$ cat src/rtl/wb_burst_master.sv
// wb_burst_master: Wishbone B3 initiator issuing classic or incrementing-burst cycles,
// streaming write data from a show-ahead FIFO, with a no-ack timeout abort.
module wb_burst_master #(
  parameter int AW      = 32,
  parameter int DW      = 32,
  parameter int LENW    = 5,
  parameter int TIMEOUT = 1024
) (
  input  logic              wb_clk_i,
  input  logic              wb_rst_i,
  input  logic              cmd_valid,
  output logic              cmd_ready,
  input  logic              cmd_we,
  input  logic [AW-1:0]     cmd_addr,
  input  logic [LENW-1:0]   cmd_len,
  input  logic [DW/8-1:0]   cmd_sel,
  input  logic [DW-1:0]     wr_data,
  input  logic [LENW:0]     wr_level,
  output logic              wr_pop,
  output logic              rd_valid,
  output logic [DW-1:0]     rd_data,
  output logic              done,
  output logic              err,
  output logic              wb_cyc_o,
  output logic              wb_stb_o,
  output logic              wb_we_o,
  output logic [AW-1:0]     wb_addr_o,
  output logic [DW-1:0]     wb_dat_o,
  output logic [DW/8-1:0]   wb_sel_o,
  output logic [2:0]        wb_cti_o,
  input  logic              wb_ack_i,
  input  logic [DW-1:0]     wb_dat_i
);
  localparam int SW = DW / 8;
  localparam int SH = $clog2(SW);
  localparam int TW = (TIMEOUT > 2) ? $clog2(TIMEOUT) : 1;
  typedef enum logic {IDLE, BUS} state_t;
  state_t r_state, w_next;
  logic r_live, r_we, r_rd_valid, r_done, r_err;
  logic [AW-1:0] r_addr;
  logic [LENW-1:0] r_len, r_beat, w_len;
  logic [SW-1:0] r_sel;
  logic [TW-1:0] r_to;
  logic [DW-1:0] r_rd_data;
  logic w_bus, w_ack, w_last_beat, w_last, w_tout, w_acc;
  assign w_len = (cmd_len == '0) ? LENW'(1) : cmd_len;
  assign w_bus = r_state == BUS;
  assign w_ack = w_bus & wb_ack_i;
  assign w_last_beat = r_beat == r_len - LENW'(1);
  assign w_last = w_ack & w_last_beat;
  assign w_tout = w_bus & ~wb_ack_i & (r_to == TW'(TIMEOUT - 1));
  // r_live keeps cmd_ready low while reset is held
  assign cmd_ready = r_live & ~w_bus & ~(cmd_valid & cmd_we & (wr_level < {1'b0, w_len}));
  assign w_acc = cmd_valid & cmd_ready;
  always_ff @(posedge wb_clk_i) begin
    if (wb_rst_i) r_state <= IDLE;
    else r_state <= w_next;
  end
  always_comb begin
    w_next = w_bus ? ((w_last | w_tout) ? IDLE : BUS) : (w_acc ? BUS : IDLE);
    wb_cyc_o = w_bus;
    wb_stb_o = w_bus;
    wb_we_o = w_bus & r_we;
    wb_addr_o = w_bus ? r_addr + (AW'(r_beat) << SH) : '0;
    wb_dat_o = (w_bus & r_we) ? wr_data : '0;
    wb_sel_o = w_bus ? r_sel : '0;
    wb_cti_o = (!w_bus || r_len == LENW'(1)) ? 3'b000 : (w_last_beat ? 3'b111 : 3'b010);
    wr_pop = w_ack & r_we;
    rd_valid = r_rd_valid;
    rd_data = r_rd_data;
    done = r_done;
    err = r_err;
  end
  always_ff @(posedge wb_clk_i) begin
    if (wb_rst_i) begin
      r_live <= 1'b0;
      r_we <= 1'b0;
      r_addr <= '0;
      r_len <= '0;
      r_sel <= '0;
      r_beat <= '0;
      r_to <= '0;
      r_rd_valid <= 1'b0;
      r_rd_data <= '0;
      r_done <= 1'b0;
      r_err <= 1'b0;
    end else begin
      r_live <= 1'b1;
      if (w_acc) begin
        r_we <= cmd_we;
        r_addr <= cmd_addr;
        r_len <= w_len;
        r_sel <= cmd_sel;
        r_beat <= '0;
        r_to <= '0;
      end else if (w_ack) begin
        r_beat <= r_beat + LENW'(1);
        r_to <= '0;
      end else if (w_bus) begin
        r_to <= r_to + TW'(1);
      end
      r_rd_valid <= w_ack & ~r_we;
      r_rd_data <= (w_ack & ~r_we) ? wb_dat_i : '0;
      r_done <= w_last;
      r_err <= w_tout;
    end
  end
endmodule

$ cat config.mk
export PLATFORM = sky130hd
export DESIGN_NAME = wb_burst_master
export DESIGN_NICKNAME = d
export VERILOG_FILES = /design/src/rtl/wb_burst_master.sv
export SDC_FILE = /design/constraint.sdc
export NUM_CORES = 1
export LEC_CHECK = 0
export ABC_AREA = 1
export ABC_CLOCK_PERIOD_IN_PS = 4000
export CELL_PAD_IN_SITES_DETAIL_PLACEMENT = 0
export CELL_PAD_IN_SITES_GLOBAL_PLACEMENT = 1
export CORE_ASPECT_RATIO = 1.2
export CORE_MARGIN = 2
export CORE_UTILIZATION = 31
export CTS_CLUSTER_SIZE = 20
export DETAILED_ROUTE_END_ITERATION = 7
export PLACE_DENSITY = 0.95
export SYNTH_ARGS = -nofsm -noshare
export SYNTH_HDL_FRONTEND = slang
export SYNTH_SLANG_ARGS = --single-unit
$ cat constraint.sdc
create_clock -name wb_clk_i -period 4 [get_ports wb_clk_i]
set_clock_uncertainty 0.1 [all_clocks]
set_input_delay 1 -clock wb_clk_i [delete_from_list [all_inputs] [get_ports wb_clk_i]]
set_output_delay 1 -clock wb_clk_i [all_outputs]
set_load 0.02 [all_outputs]
==> key figures, run 1 <==
Drt
  • Post-route DRC: 0
  • Drt wl/cell: ~12 um
  • Drt via density: between 4 and 5
  • Vias after detailed routing: approximately 5700
  • Pre-antenna DRT Iters: 5
  • Post-route ant nets: 0
  • DRT Wirelength: ~16 mm
  • DRT iter0 DRCs: 338

Flow run
  • Max_cap viols: 0

Place
  • Detailed placement HPWL: 12.29 mm
  • Placer congestion estimate: about 0.85
  • Port Buf Inserts: 226
  • Place WS: -0.1358 ns
  • Placed Instances: ~1300

Clocking
  • Clock slew at reported path FFs: 0.07 ns
  • H-Tree Depth: 3
  • CTS buffer count: 9
  • CTS Sinks: 94
  • CTS tree: yes
  • Max Root-Sink Buffers: 2
  • Clock root buffer: clkbuf_16
  • Clock Latency Late Sink: approximately 0.35 ns

Timing
  • # setup viols final: 0
  • Worst slew pin tran: around 0.58 ns
  • Crit share post-route: between 90% and 100%
  • Final setup margin: between 0.15 and 0.2 ns
  • Slew Viols, Final: 0
  • Final hold violation count: 0
  • Achievable Freq: about 260 MHz
  • Slew HR: between 60% and 70%
  • Period minus WS final: around 3.8 ns

Synthesis
  • Syn_nets: 992
  • Post-synth top cells: inv_1 (219), nor2_1 (170), nand2_1 (155)
  • Register area share after synthesis: a little over a third
  • Cells taking the most area after synthesis: dfxtp_1 (35%), inv_1 (15%), nor2_1 (12%)
  • Mean Syn Cell Area: roughly 6.3 um^2
  • Area share of the largest cell type after synthesis: about a third
  • Synth warn: 0
  • Netlist cell types: 35
  • Yosys reg bits: 94
  • Synthesized instance count: 862
  • Mapped cell area: approximately 5400 um^2
  • Count leader, synth: inv_1
  • Primary FF master, synth: dfxtp_1
  • Cell taking the most area after synthesis: dfxtp_1
  • Async set-reset flop share out of synthesis: 0%
  • Number of enable flip-flop cells after synthesis: 0

Layout
  • Sequential Area: 1882 um^2
  • Number of fill cells: around 1700
  • Final Net Count: about 1200
  • Final Util: between 40% and 50%
  • Number of non-filler instances in the completed layout: around 1300
  • Synth-to-Final Area Change: 51.61%
  • Area of the multi-input gates: roughly 2500 um^2
  • Antenna cells: 0
  • Layout cell share with drive strength beyond 1: between 6 and 7%

Critical path
  • Setup CP Type: in2out
  • Maximum fanout along the worst path: 2
  • Worst path most repeated cell: inv_1
  • CP max stage cell: clkdlybuf4s50_1
  • Crit path cell chain: clkdlybuf4s50_1 > inv_1 > ha_1 > a21o_1 > a21oi_2 > nand3_2 > nand2_2 > inv_1 > dlygate4sd2_1
  • Crit. End Element: output pin
  • Worst Path Required: ~2.9 ns
  • CP arrival: 2.74 ns
  • Setup crit start kind: input pin
  • Slowest stage delay, CP: 0.48 ns

GRT
  • Tot GR Track Use: 17.18%
  • Vias in the first global route: 5447
  • Initial antenna violation count: 0
  • First-pass GRT wire length: ~26 mm
  • Grt total ovfl: 0
  • Largest net degree at the start of global routing: between 40 and 50

Floorplan
  • Core Area: 16980 um^2
  • Die footprint: between 15000 and 20000 um^2
  • Row Count: 52
  • Die X: between 100 and 150 um
  • IO Count: approximately 230
  • Die Ht: 148.7 um
  • Initial core utilization: between 30% and 40%

Power
  • Internal power: ~1600 uW
  • Sequential power share: between 40 and 50%
  • Net Sw Power: roughly 670 uW
  • Clock share of power: about 37%
  • Switching part of the total: a little under 30%
  • Power density cells: approximately 280 nW/um^2
  • Static leakage: just over 0.004 uW
  • Combinational power share: between 10% and 20%
  • Peak supply drop: about 180 uV

Hold path
  • Hold WC Path Type: reg2reg

Status
  • Outcome: finished clean
## final timing paths
kind / depth (start not counted) / end / from / slack, ns
setup / recovery: 9 / cmd_ready / cmd_len[3] / 0.16
hold / removal: 1 / rd_valid / r_we / 0.36
setup reg to reg: 8 / r_addr[19] / wb_cyc_o / 1.91
hold reg to reg: 1 / rd_valid / r_we / 0.36
## cell usage in the layout (no fill, tap or decap), drive strengths merged, types with 2 or more instances in the layout
cell           Yosys  final
o21ai             19     19
a31oi              2      2
nor3              13     13
nor4               4      4
buf               21     16
ha                13     13
clkdlybuf4s50      0    210
nand2            161    161
dlymetal6s2s       0      9
nor2             172    172
a21oi             26     26
nand3             14     14
dlygate4sd2        0      3
and3               3      3
nor3b              2      2
xnor2             10     10
dfxtp             94     94
xor2              13     13
nand4             52     52
inv              225    229
clkinv             0      2
clkbuf            12     13
## through the flow
step	total power [uW]	hold WS (ns)	cell area, um^2	setup TNS, ns
4_1_cts	2330	0.3693	8174	0
3_3_place_gp	1472	0.3605	7885	-0.1110
2_1_floorplan	1263	0.3251	5409	0
6_report	2301	0.3646	8200	0
5_1_grt	2422	0.4192	8200	-0.003270
3_5_place_dp	1477	0.3574	7885	-0.1358
## power groups by stage
stage          registers, uW  logic [uW]  clock network [uW]
2_1_floorplan           1030         236                   0
3_3_place_gp            1030         446                   0
3_5_place_dp            1030         450                   0
4_1_cts                 1000         450                 875
5_1_grt                 1010         503                 910
6_report                1010         446                 850
## critical path: cells and delay by family
family,cells,cell delay [ns]
fa+ha+maj,1,0.31
simple gates,2,0.21
buf+inv,4,0.89
compound gates,2,0.32
## metal layers
layer  vias to the layer above  track usage, %  wire [um]  part of all wire [%]
met5                         -               0          0                     0
met3                        23           3.561        901                   5.6
met1                      2531           20.87       6726                    42
met2                       160           30.19       8057                    50
li1                       2999               -          -                     -
met4                         0           6.011        334                   2.1
## kinds of logic (layout without fill, tap and decap cells)
family | Yosys count | after routing | synth area share [%]
flops | 94 | 94 | 34.79
buf+inv | 258 | 483 | 18.88
mux | 1 | 1 | 0.1851
fa+ha+maj | 14 | 14 | 3.377
simple gates | 422 | 422 | 34.10
compound gates | 50 | 50 | 4.950
xor+xnor | 23 | 23 | 3.724
## sequential cells by signal, summed over array words and instances (netlist names), 4 cells and up
| name | cells |
|---|---|
| r_to | 10 |
| r_beat | 5 |
| rd_data | 32 |
| r_addr | 32 |
| r_len | 5 |
| r_sel | 4 |
## area by class of cell
class,count,share of cell area (%)
flip-flops and latches,94,22.95
well taps,216,3.296
multi-input cells,510,30.88
repair buffers,242,29.04
inverters,225,10.30
clock buffers,9,2.746
clock inverters,7,0.7934
## timing repair
item | CTS | global route
setup buffers | 0 | 1
hold endpoints to repair | 0 | 0
pin swaps | 0 | 1
hold buffers | 0 | 0
gates resized for setup | 9 | 23
setup endpoints to repair | 8 | 20
Power figures use the tool's default switching activity.
==> run 2, diff against run 1 <==
Settings changed: CELL_PAD_IN_SITES_DETAIL_PLACEMENT 0 to default, CELL_PAD_IN_SITES_GLOBAL_PLACEMENT 1 to default, CORE_UTILIZATION 31 to 47, SKIP_CTS_REPAIR_TIMING from default to 1.
==> run 2 against run 1 <==
Sequential cell count did not move. Count of clock-buffer cells in the layout did not move. Non-clock buffer count fell by 2.
==> key figures, run 2 (synthesis results as in run 1) <==
Critical path
  • Reg2reg end: r_addr[11]
  • Setup crit start kind: register
  • CP arrival: 2.76 ns
  • Worst Path Required: a little under 3 ns
  • Crit. End Element: output pin
  • Crit path cell chain: ha_2 > a21oi_1 > o21ai_0 > a21oi_1 > nor3_1 > nor3_1 > clkdlybuf4s50_1
  • CP delay by family, top: buffers and inverters
  • R2r startpoint: wb_cyc_o
  • Internal reg-to-reg setup slack: 1.94 ns
  • CP max stage cell: clkdlybuf4s50_1
  • Setup CP Type: reg2out
  • Critical path capture point: wb_addr_o[9]
  • Maximum fanout along the worst path: 6
  • Slowest stage delay, CP: ~0.67 ns
  • CP startpoint: r_beat[4]
  • WP depth: 7
  • Reg2Reg Depth: 8
  • WP buf/inv: 1

Floorplan
  • IO Count: ~230
  • Die footprint: 12390 um^2
  • Die X: 101.9 um
  • Core Area: between 10000 and 15000 um^2
  • Die Ht: between 100 and 150 um
  • Row Count: 42
  • Initial core utilization: 48.55%

Status
  • Outcome: finished clean

Timing
  • Crit share post-route: between 90% and 100%
  • # setup viols final: 0
  • Achievable Freq: 258.9 MHz
  • Hold_ws: 0.3936 ns
  • Setup_tns: 0 ns
  • Slew Viols, Final: 0
  • Period minus WS final: 3.862 ns
  • Final hold violation count: 0
  • Slew HR: between 60% and 70%
  • Worst slew pin tran: roughly 0.58 ns

Layout
  • Most frequent cells in the layout: inv_1 (219), clkdlybuf4s50_1 (210), nor2_1 (169)
  • Final Net Count: approximately 1200
  • Layout cell share with drive strength beyond 1: roughly 5.6%
  • Number of non-filler instances in the completed layout: ~1200
  • Most common cell after layout, fill and taps aside: inv_1
  • Number of fill cells: between 800 and 900
  • Fin area: about 8200 um^2
  • Antenna cells: 0
  • Synth-to-Final Area Change: 50.89%

Drt
  • Routed wl met3: about 1.2 mm
  • DRT iter0 DRCs: around 390
  • Pre-antenna DRT Iters: 5
  • DRT Wirelength: between 15 and 20 mm
  • Post-route DRC: 0
  • WL met1: between 6 and 7 mm
  • Met2 WL: ~8 mm
  • Drt via density: roughly 4.8
  • Post-route ant nets: 0
  • Drt wl/cell: approximately 13 um
  • Vias after detailed routing: roughly 6000
  • Highest routing layer actually used: met4

Clocking
  • H-Tree Depth: 3
  • CTS Sinks: 94
  • Clock Latency Late Sink: 0.34 ns
  • Clock slew at reported path FFs: 0.07 ns
  • CTS buffer count: 9
  • Clock root buffer: clkbuf_16
  • Max Root-Sink Buffers: 2
  • CTS tree: yes

Power
  • Static leakage: ~0.0042 uW
  • Power density cells: ~280 nW/um^2
  • Total power: 2309 uW
  • Peak supply drop: 198.4 uV

Place
  • Detailed placement HPWL: between 10 and 15 mm
  • Placer congestion estimate: just over 0.9
  • Port Buf Inserts: 226
  • Placed Instance Area: 7805 um^2
  • Placed Instances: roughly 1200

GRT
  • Largest net degree at the start of global routing: 46
  • Grt total ovfl: 0
  • Vias in the first global route: ~5600
  • Tot GR Track Use: roughly a quarter
  • First-pass GRT wire length: roughly 25 mm
  • Initial antenna violation count: 0

Hold path
  • Hold WC Path Type: reg2reg

Flow run
  • Max_cap viols: 0
-- run 2: layout make-up --
type	count	area [um^2]	area share [%]
sequential	94	1882	23.06
inverter	225	844.6	10.35
clock buffer	9	225.2	2.759
clock inverter	7	73.82	0.9045
multi-input combinational	510	2539	31.11
tap	154	192.7	2.361
timing repair buffer	240	2405	29.47
-- run 2: worst min-delay path by stage --
stage	slack [ns]	depth (start not counted)	startpoint	end
after detailed placement	0.38	1	r_we	rd_valid
after CTS	0.41	1	r_we	rd_valid
after floorplan	0.33	1	r_we	rd_valid
after global placement	0.37	1	r_we	rd_valid
after global routing	0.44	1	r_we	rd_valid
final	0.39	1	r_we	rd_valid
-- run 2: layer usage --
metal,vias to the layer above,GRT usage (%)
met4,0,8.583
li1,2996,-
met1,2641,29.45
met3,39,4.032
met2,276,45.35
met5,-,0
-- run 2: per-stage QoR --
stage               utilization, %  setup WS [ns]
floorplan                        -         0.7294
global placement             70.06       -0.05887
detailed placement           70.06        -0.1060
CTS                          72.74        -0.2245
global route                 73.26       -0.01775
finish                       73.26         0.1380
-- run 2: report_power, final --
part	leakage (uW)	internal, uW	switching (uW)	total [uW]
Sequential	0.000766	975	32.1	1010
Combinational	0.00325	221	230	450
Clock	0.000148	444	408	852
==> run 3, diff against run 2 <==
Settings changed: SKIP_CTS_REPAIR_TIMING 1 to default, SKIP_LAST_GASP from default to 1.
==> run 3 against run 2 <==
Combinational power is essentially flat. Die area unchanged. Largest power group unchanged. Wire length is 0.65% lower. Design area is 0.54% lower. Clock power about the same. Fmax shrank 0.43%. Register-to-register slack about the same. Sequential power is essentially flat. Count of clock-buffer cells in the layout unchanged. Sequential cell count unchanged. Sequential share of layout area rose by 0.12 points.
==> key figures, run 3 (synthesis results as in run 1) <==
Status
  • Outcome: finished clean

Layout
  • Final Net Count: around 1200
  • Synth-to-Final Area Change: 50.08%
  • Most common cell after layout, fill and taps aside: inv_1
  • Most frequent cells in the layout: inv_1 (219), clkdlybuf4s50_1 (210), nor2_1 (169)
  • Fin area: about 8100 um^2
  • Area of the multi-input gates: 2539 um^2
  • Number of fill cells: 878
  • Layout cell share with drive strength beyond 1: roughly 6%
  • Sequential Area: between 1500 and 2000 um^2
  • Antenna cells: 0

Drt
  • DRT Wirelength: approximately 16 mm
  • Drt via density: between 4 and 5
  • DRT iter0 DRCs: 355
  • Pre-antenna DRT Iters: 5
  • Post-route DRC: 0
  • Drt wl/cell: ~13 um
  • Post-route ant nets: 0
  • Vias after detailed routing: a little under 6000

Critical path
  • CP startpoint: cmd_len[4]
  • R2r startpoint: wb_cyc_o
  • Worst Path Required: between 2 and 3 ns
  • Setup crit start kind: input pin
  • Setup CP Type: in2out
  • Reg2reg end: r_addr[7]
  • Critical path capture point: cmd_ready
  • Crit. End Element: output pin
  • Reg2Reg Depth: 8
  • Internal reg-to-reg setup slack: 1.95 ns
  • CP arrival: 2.78 ns
  • Maximum fanout along the worst path: 2

Place
  • Port Buf Inserts: ~230
  • Placed Instance Area: roughly 8000 um^2
  • Placer congestion estimate: around 0.92
  • Place WS: -0.1060 ns
  • Detailed placement HPWL: about 12 mm

Floorplan
  • Initial core utilization: between 40% and 50%
  • Core Area: around 11000 um^2
  • Die X: 101.9 um
  • IO Count: ~230
  • Row Count: 42
  • Die footprint: 12390 um^2
  • Die Ht: around 120 um

Timing
  • Final setup margin: 0.1214 ns
  • Achievable Freq: roughly 260 MHz
  • # setup viols final: 0
  • Slew HR: 60.38%
  • Crit share post-route: between 90 and 100%
  • Worst slew pin tran: between 0.5 and 0.6 ns
  • Slew Viols, Final: 0
  • Final hold violation count: 0
  • Period minus WS final: between 3 and 4 ns

GRT
  • Grt total ovfl: 0
  • Tot GR Track Use: 25.00%
  • Initial antenna violation count: 0
  • First-pass GRT wire length: 25.05 mm
  • Vias in the first global route: around 5600
  • Largest net degree at the start of global routing: 46

Power
  • Internal power: about 1600 uW
  • Switching part of the total: 28.98%
  • Clock share of power: approximately 37%
  • Static leakage: roughly 0.0040 uW
  • Sequential power share: 43.7%
  • Net Sw Power: around 670 uW
  • Peak supply drop: a little under 200 uV
  • Combinational power share: just under 20%
  • Power density cells: between 200 and 300 nW/um^2

Hold path
  • Hold WC Path Type: reg2reg

Clocking
  • Clock Latency Late Sink: 0.34 ns
  • CTS tree: yes
  • H-Tree Depth: 3
  • Hold Buf Count CTS: 0
  • Clock slew at reported path FFs: approximately 0.070 ns
  • Clock root buffer: clkbuf_16
  • Max Root-Sink Buffers: 2
  • CTS buffer count: 9
  • CTS Sinks: 94

Flow run
  • Max_cap viols: 0
-- run 3: cell count changes in the layout (fill, tap and decap cells not counted), sizes merged --
| cell | before | now |
|---|---|---|
| dlygate4sd2 | 0 | 5 |
| dlymetal6s2s | 14 | 5 |
| clkdlybuf4s15 | 0 | 1 |
| clkbuf | 11 | 14 |
-- run 3: area by class of cell --
type	count	share of cell area, %
multi-input cells	510	31.27
clock buffers	9	2.774
flip-flops and latches	94	23.18
clock inverters	7	0.9094
repair buffers	240	29.08
well taps	154	2.374
inverters	225	10.40
-- run 3: per-layer routing --
metal | up-vias | routed length [um] | GRT usage [%]
met5 | - | 0 | 0
met4 | 0 | 394 | 8.583
met3 | 33 | 1194 | 4.032
met2 | 250 | 8101 | 45.39
met1 | 2647 | 6251 | 29.45
li1 | 2995 | - | -
-- run 3: stage by stage --
step	instances	TNS, ns	util, %	hold WS, ns	power, uW
6_report	1239	0	72.87	0.3987	2306
2_1_floorplan	862	0	-	0.3251	1263
3_5_place_dp	1222	-0.1060	70.06	0.3828	1473
4_1_cts	1238	0	72.62	0.4069	2316
3_3_place_gp	1222	-0.05887	70.06	0.3732	1460
5_1_grt	1239	-0.0002183	72.87	0.4414	2407
-- run 3: worst min path at each step --
stage,slack (ns),start,cells past startpoint,to
after floorplan,0.33,r_we,1,rd_valid
after global placement,0.37,r_we,1,rd_valid
after detailed placement,0.38,r_we,1,rd_valid
after CTS,0.41,r_we,1,rd_valid
after global routing,0.44,r_we,1,rd_valid
final,0.40,r_we,1,rd_valid
-- run 3: worst max-delay path, stage by stage --
cell	delay, ns
clkdlybuf4s50_1	0.47
inv_1	0.07
ha_1	0.28
inv_1	0.05
nor2_1	0.04
buf_4	0.13
a21oi_2	0.16
nand3_2	0.13
nand2_1	0.11
inv_1	0.05
clkdlybuf4s15_1	0.28
-- run 3: power by group through the flow --
stage	Clock (uW)	Combinational [uW]	Sequential [uW]
detailed placement	0	446	1030
floorplan	0	236	1030
finish	850	449	1010
global route	898	499	1010
global placement	0	435	1020
CTS	864	447	1010
-- run 3: what timing repair did --
item,CTS,global route
endpoints found under the setup margin,12,17
pin swaps,0,1
setup buffers,0,1
gates resized for setup,12,21
